`config.mk`:
```
export PLATFORM = sky130hd
export DESIGN_NAME = range_sequencer
export DESIGN_NICKNAME = d
export VERILOG_FILES = /design/src/rtl/range_sequencer.sv
export SDC_FILE = /design/constraint.sdc
export NUM_CORES = 1
export LEC_CHECK = 0
export BUFFER_PORTS_ARGS = -buffer_cell sky130_fd_sc_hd__buf_2
export CAP_MARGIN = 40
export CORE_AREA = 2 2 115 200
export DETAILED_ROUTE_END_ITERATION = 7
export DIE_AREA = 0 0 117 202
export GPL_TIMING_DRIVEN = 0
export PLACE_DENSITY = 0.52
export SYNTH_ARGS = -nofsm -noshare
export SYNTH_HDL_FRONTEND = slang
export SYNTH_SLANG_ARGS = --single-unit
```
`constraint.sdc`:
```
create_clock -name clock -period 2.95 [get_ports clock]
set_input_delay 0.59 -clock clock [delete_from_list [all_inputs] [get_ports clock]]
set_output_delay 0.59 -clock clock [all_outputs]
set_load 0.01 [all_outputs]
```
`src/rtl/range_sequencer.sv`:
```
// range_sequencer: buffers whole valid/ready sample sequences in a FIFO and replays
// each one as a gap-free go/data/finish burst for the range finder.
module range_sequencer #(
  parameter int unsigned WIDTH = 8,
  parameter int unsigned DEPTH = 16
) (
  input  logic             clock,
  input  logic             reset,
  input  logic [WIDTH-1:0] in_data,
  input  logic             in_valid,
  input  logic             in_last,
  output logic             in_ready,
  output logic [WIDTH-1:0] seq_data,
  output logic             seq_go,
  output logic             seq_finish,
  output logic             busy,
  output logic             len_error
);
  localparam int unsigned AW = $clog2(DEPTH);
  localparam int unsigned PW = AW + 1;
  localparam int unsigned CW = $clog2(DEPTH + 1);
  localparam int unsigned EW = WIDTH + 1;

  typedef enum logic [1:0] {IDLE, STREAM, REPEAT} state_t;

  state_t           state, state_nxt;
  logic [EW-1:0]    mem [DEPTH];
  logic [PW-1:0]    wr_ptr, rd_ptr;
  logic [CW-1:0]    pend;
  logic             discard;
  logic             full, accept, push, pop, launch, overflow;
  logic [EW-1:0]    head;
  logic             head_last;
  logic [WIDTH-1:0] head_data;
  logic             go_nxt, finish_nxt;
  logic [WIDTH-1:0] data_nxt;

  assign full      = (wr_ptr[AW] != rd_ptr[AW]) && (wr_ptr[AW-1:0] == rd_ptr[AW-1:0]);
  assign in_ready  = ~full | discard;
  assign accept    = in_valid & in_ready;
  assign push      = accept & ~discard;
  // A full FIFO with no complete sequence inside can never drain
  assign overflow  = full & (pend == '0) & ~discard;
  assign head      = mem[rd_ptr[AW-1:0]];
  assign head_last = head[WIDTH];
  assign head_data = head[WIDTH-1:0];
  assign busy      = (state != IDLE);

  // FIFO storage
  always_ff @(posedge clock) begin
    if (push) mem[wr_ptr[AW-1:0]] <= {in_last, in_data};
  end

  // FIFO pointers; overflow flushes by collapsing the write pointer
  always_ff @(posedge clock or posedge reset) begin
    if (reset) begin
      wr_ptr <= '0;
      rd_ptr <= '0;
    end else begin
      if (overflow)  wr_ptr <= rd_ptr;
      else if (push) wr_ptr <= wr_ptr + PW'(1);
      if (pop)       rd_ptr <= rd_ptr + PW'(1);
    end
  end

  // Complete sequences waiting in the FIFO
  always_ff @(posedge clock or posedge reset) begin
    if (reset) begin
      pend <= '0;
    end else if ((push & in_last) != launch) begin
      pend <= launch ? pend - CW'(1) : pend + CW'(1);
    end
  end

  // Overflow recovery: drop beats through the end of the oversized sequence
  always_ff @(posedge clock or posedge reset) begin
    if (reset) begin
      discard   <= 1'b0;
      len_error <= 1'b0;
    end else if (overflow) begin
      discard   <= 1'b1;
      len_error <= 1'b1;
    end else if (discard && accept && in_last) begin
      discard   <= 1'b0;
    end
  end

  // Emitter state and registered outputs
  always_ff @(posedge clock or posedge reset) begin
    if (reset) begin
      state      <= IDLE;
      seq_go     <= 1'b0;
      seq_finish <= 1'b0;
      seq_data   <= '0;
    end else begin
      state      <= state_nxt;
      seq_go     <= go_nxt;
      seq_finish <= finish_nxt;
      seq_data   <= data_nxt;
    end
  end

  // Launch is held off while finish is showing so an all-zero cycle follows it
  always_comb begin
    state_nxt  = state;
    go_nxt     = 1'b0;
    finish_nxt = 1'b0;
    data_nxt   = '0;
    pop        = 1'b0;
    launch     = 1'b0;
    unique case (state)
      IDLE: begin
        if ((pend != '0) && !seq_finish) begin
          launch    = 1'b1;
          pop       = 1'b1;
          go_nxt    = 1'b1;
          data_nxt  = head_data;
          state_nxt = head_last ? REPEAT : STREAM;
        end
      end
      STREAM: begin
        pop        = 1'b1;
        data_nxt   = head_data;
        finish_nxt = head_last;
        if (head_last) state_nxt = IDLE;
      end
      REPEAT: begin
        finish_nxt = 1'b1;
        data_nxt   = seq_data;
        state_nxt  = IDLE;
      end
      default: state_nxt = IDLE;
    endcase
  end

endmodule

```
* Word level (Yosys, flattened, before mapping)
Memories as Yosys holds them, arrays and structs flattened.
Cells that the tools add are included.
** Operators by class
- Reduce and logical (&&, ||, !) cells :: 12
- Equal/unequal tests :: 7
- $add $sub $neg :: 4
- Bitwise logic cells :: 8
- $lt $le $gt $ge :: 0
- Shift operators :: 0
- Divide/modulo/power cells :: 0
- $mul :: 0
- Mux-type cells :: 17
** Operators with widths (number)
- $pmux W8 S3 :: 1
- $add A5 B1 Y5 const B :: 3
- $mux W5 :: 3
- $mux W8 :: 1
- $mux W1 :: 6
- $mux W2 :: 3
- $reduce_bool A2 Y1 :: 3
- $and A1 B1 Y1 :: 5
- $logic_not A5 Y1 :: 1
- $reduce_bool A5 Y1 :: 1
- $sub A5 B1 Y5 const B :: 1
- $eq A4 B4 Y1 :: 1
- $logic_and A1 B1 Y1 :: 4
- $ne A2 B2 Y1 const B :: 2
- $pmux W1 S2 :: 2
- $pmux W2 S2 :: 1
- $eq A2 B1 Y1 const B :: 1
- $eq A2 B2 Y1 const B :: 1
- $logic_not A2 Y1 :: 1
- $ne A1 B1 Y1 :: 2
- $not A1 Y1 :: 2
- $reduce_and A2 Y1 :: 1
- $logic_not A1 Y1 :: 1
- $or A1 B1 Y1 :: 1
** Storage, ports and cells
- Memories :: 1
- Logic and storage cells :: 58
- Register bits after elaboration :: 29
- Output and inout port bits :: 13
- Bits in writable memories :: 144
- Bits of input ports :: 12
- Latch bits :: 0
- ROM bits :: 0
** Memories
- mem :: depth 16, bits a word 9, read ports 1, clocked after memory_dff 0, write ports 1, RTL line 27 : logic [EW-1:0] mem [DEPTH];

* Logic depth before layout (Yosys ltp)
- Depth in word-level cells :: 9
- Depth in mapped cells :: 10
- Depth with buffers taken out :: 10

* Least setup slack after synthesis
OpenSTA, ideal clock, no wires.
- Path kind :: input to register
- Start :: input port in_valid
- End :: memory mem[3][0] (netlist name), enable pin
- Path buffers :: 0
- Setup slack :: 0.726 ns
- Arrival time :: 1.837 ns
- Stages :: 3
- Library setup time :: 0.387 ns
- Required time :: 2.563 ns
- Path through :: nor2b_1 -> o211ai_1 -> nor3_1
** Between the ends
- Word-level cells in the longest chain between the ends :: 4
** Ends and longest elaborated chain
- start: declaration :: RTL line 10 : input logic in_valid,
- $and A1 B1 Y1 :: RTL line 40 : assign accept = in_valid & in_ready;
- $and A1 B1 Y1 :: RTL line 41 : assign push = accept & ~discard;
- $mux W1 :: RTL line 51 : if (push) mem[wr_ptr[AW-1:0]] <= {in_last, in_data};
- $mux W1 (implied by the code) :: RTL line 51
- end: declaration :: RTL line 27
No other way between the ends.

* Worst setup path in the final report
- Start :: register rd_ptr[0]
- End :: memory mem[11][2] (netlist name), enable pin
** Between the ends
- Word-level cells in the longest chain between the ends :: 8
** Ends and longest elaborated chain
- start: declaration :: RTL line 28 : logic [PW-1:0] wr_ptr, rd_ptr;
- start signal: assignment :: RTL line 62 : if (pop) rd_ptr <= rd_ptr + PW'(1);
- $eq A4 B4 Y1 :: RTL line 38 : assign full = (wr_ptr[AW] != rd_ptr[AW]) && (wr_ptr[AW-1:0] == rd_ptr[AW-1:0]);
- $logic_and A1 B1 Y1 :: RTL line 38
- $not A1 Y1 :: RTL line 39 : assign in_ready = ~full | discard;
- $or A1 B1 Y1 :: RTL line 39
- $and A1 B1 Y1 :: RTL line 40
- $and A1 B1 Y1 :: RTL line 41
- $mux W1 :: RTL line 51
- $mux W1 (implied by the code) :: RTL line 51
No other way between the ends.

==> out/qor.yml <==
outcome:
  status: "finished, final reports clean"
sta:
  clock.fmax_ghz: 0.369
  tns_ns: 0
  fin_worst_skew_ns: 0.0102
  holdWs_ns: 0.162
  fin_crit_sh_pct: 91.8
  setup_ws_ns: 0.242
  hold_viol_final: 0
  setup_viol: 0
  rsz0062_at_grt: "no"
  relSlewSlack_pct: 43.4
  worst_pin_slew_ns: 0.849
  period_minus_slack_ns: 2.71
  drv_slew: 0
yosys:
  yosys_register_bits: 173
  yosysMostFrequentCell: "edfxtp_1"
  synth-simple-area-share_pct: 5.52
  syn_area_um2: 7140
  synth_mux_area_share_pct: 14.7
  synthAdderAreaFrac_pct: 1.75
  synth_top_cell_by_area: "edfxtp_1"
  synth_top_family_by_area: "multiplexers"
  synth_common_cells: "144 x edfxtp_1, 42 x mux4_2, 29 x dfrtp_1, 22 x nand2_1, 13 x and3_1"
  synth_nets: 414
  yosys_warnings: 0
  synth_edf_count: 144
  avgSynthCellArea_um2: 18.2
  synth_compound_area_share_pct: 3.40
  yosysUniqueCellTypes: 49
  synth_top_cell_area_share_pct: 60.5
  synth-xor-area-share_pct: 1.84
  synth_top_flop_cell: "edfxtp_1"
  ys_seq_area_share_pct: 70.7
  synthArstFlopShare_pct: 16.8
  ys_top_cells_by_area: "edfxtp_1 61%, mux4_2 13%, dfrtp_1 10%, ha_1 1.8%, xnor2_1 1.2%"
  synthCells: 392
drt:
  routed_wl_um: 16200
  dr.pass1.iters: 4
  drtIter0Drc: 271
  drc: 0
  viasPerCell: 4.82
  via_count: 3608
  post_drt_wl_per_cell_um: 21.6
  postRouteAntennaNets: 0
pwr:
  p_sw_mw: 2.81
  seqPwrFrac_pct: 39.0
  p_comb_share_pct: 36.0
  intPower_mw: 5.55
  powerDensity_nw_per_um2: 1010
  p_leak_nw: 2.86
  peakVddDrop_v: 0.000442
  clockPowerShare_pct: 25.1
  swShare_pct: 33.6
final_layout:
  seq_area_um2: 5050
  fillCellCount: 2027
  diodes: 0
  syn2layout_area_growth_pct: 15.4
  layout-drive-gt1-share_pct: 25.9
  fin_util_pct: 37.4
  nets: 461
  multi_input_comb_area_um2: 1950
floorplanning:
  die_x_um: 117
  placementRows: 72
  core_area_um2: 22100
  die_area_um2: 23600
  die_h_um: 202
  top_level_ports: 25
  start_util_pct: 32.4
cts:
  clk_latency_ns: 0.43
  clockBufferDepth: 2
  clk_pin_slew_worst_paths_ns: 0.07
  cts_hold_buf: 0
  cts_buffers: 17
  cts-resized-gates: 0
  post_cts_buffers: 0
  tritoncts: "built"
  cts_root_buf: "clkbuf_16"
  clock-sinks: 173
  htree_levels: 4
min_path:
  hold_class: "input port to async pin"
global_routing:
  first_global_vias: 3904
  grt_overflow_total: 0
  grt_max_degree: 21
  antenna_found_initial: 0
  grtUsageTotal_pct: 14.7
  grt_pass1_wl_um: 24300
worst_setup_path:
  start_kind: "flip-flop"
  crit_type: "flip-flop to flip-flop"
  critPathRequiredTime_ns: 3.01
  end_kind: "flip-flop"
  critPathMaxFanout: 10
  arrival_ns: 2.77
  reg2reg_slack_ns: 0.24
job:
  drv_cap: 0
placement:
  dp_slack_ns: 0.0228
  dpl.hpwl_um: 11100
  gp_congestion: 0.813
  numPortBuffers: 24
-- per-layer routing --
metal | track usage [%] | part of all wire (%) | vias to the layer above
met5 | 0 | 0 | -
met4 | 7.44 | 3.3 | 0
met3 | 2.79 | 2.8 | 25
met2 | 27.2 | 57 | 69
met1 | 15.5 | 37 | 1877
li1 | - | - | 1637
-- layout by cell type, fill, tap and decap left out, types with 5 or more instances in the layout --
cell,Yosys,final
ha_1,10,10
a21oi_1,5,5
xor2_1,5,5
clkbuf_16,0,17
mux4_2,42,42
and3_1,13,13
edfxtp_1,144,144
inv_1,9,9
and2_1,6,6
o21ai_1,9,9
nor2b_1,6,6
buf_2,6,30
nand2_1,22,22
xnor2_1,10,10
dfrtp_1,29,29
clkinvlp_4,0,5
clkinv_1,8,10
mux2i_1,6,6
nor2_1,9,9
-- worst max-delay path: stages, from the launching register on --
cell and delay (ns):
dfrtp_1 0.38, buf_2 0.18, xor2_1 0.26, nor3_2 0.10, a21boi_1 0.45, clkbuf_1 0.29
and3_1 0.68
-- power by group through the flow --
stage	sequential, mW	combinational (mW)	clock [mW]
after global placement	3.29	3.00	0
after global routing	3.29	3.33	2.22
after detailed placement	3.31	3.08	0
after CTS	3.26	3.09	2.14
after floorplan	3.28	2.16	0
final	3.26	3.01	2.10
-- stage by stage --
stage                     power, mW  instances  cell area [um^2]
after floorplan                5.44        392              7140
after global placement         6.29        712              7630
after detailed placement       6.39        716              7700
after CTS                      8.49        748              8250
after global routing           8.85        748              8250
final                          8.36        748              8250
-- path summary, 6_finish.rpt --
| path | cells past startpoint | endpoint | startpoint |
|---|---|---|---|
| hold / removal | 2 | seq_data[2]$_DFFE_PP0N_ | reset |
| hold reg to reg | 1 | len_error$_DFFE_PP0P_ | len_error$_DFFE_PP0P_ |
| setup reg to reg | 6 | mem[11][2]$_DFFE_PP_ | rd_ptr[0]$_DFFE_PP0P_ |
| max in group asynchronous | 3 | wr_ptr[1]$_DFFE_PP0P_ | reset |
| setup / recovery | 6 | mem[11][2]$_DFFE_PP_ | rd_ptr[0]$_DFFE_PP0P_ |
| min in group clock | 4 | discard$_DFFE_PP0P_ | in_valid |
-- area by class of cell --
cell class	count	share of cell area, %
Clock inverter	14	1.46
Tap cell	296	4.49
Sequential cell	173	61.2
Inverter	18	0.819
Clock buffer	18	5.20
Buffer	15	1.00
Timing Repair Buffer	28	2.15
Multi-Input combinational cell	186	23.6
-- sequential cells by signal, indices dropped and copies added (netlist names) --
| register | flops |
|---|---|
| wr_ptr | 5 |
| seq_data | 8 |
| rd_ptr | 5 |
| seq_go | 1 |
| seq_finish | 1 |
| mem | 144 |
| pend | 5 |
| len_error | 1 |
| state | 2 |
| discard | 1 |
-- kinds of logic after synthesis --
kind of cell	count (synthesis)
AOI/OAI and AO/OA	34
xor gates and xnor gates	15
adders and majority gates	10
buffers and inverters	33
DFF	173
muxes	52
and+or+nand+nor	75
Power figures use the tool's default switching activity.
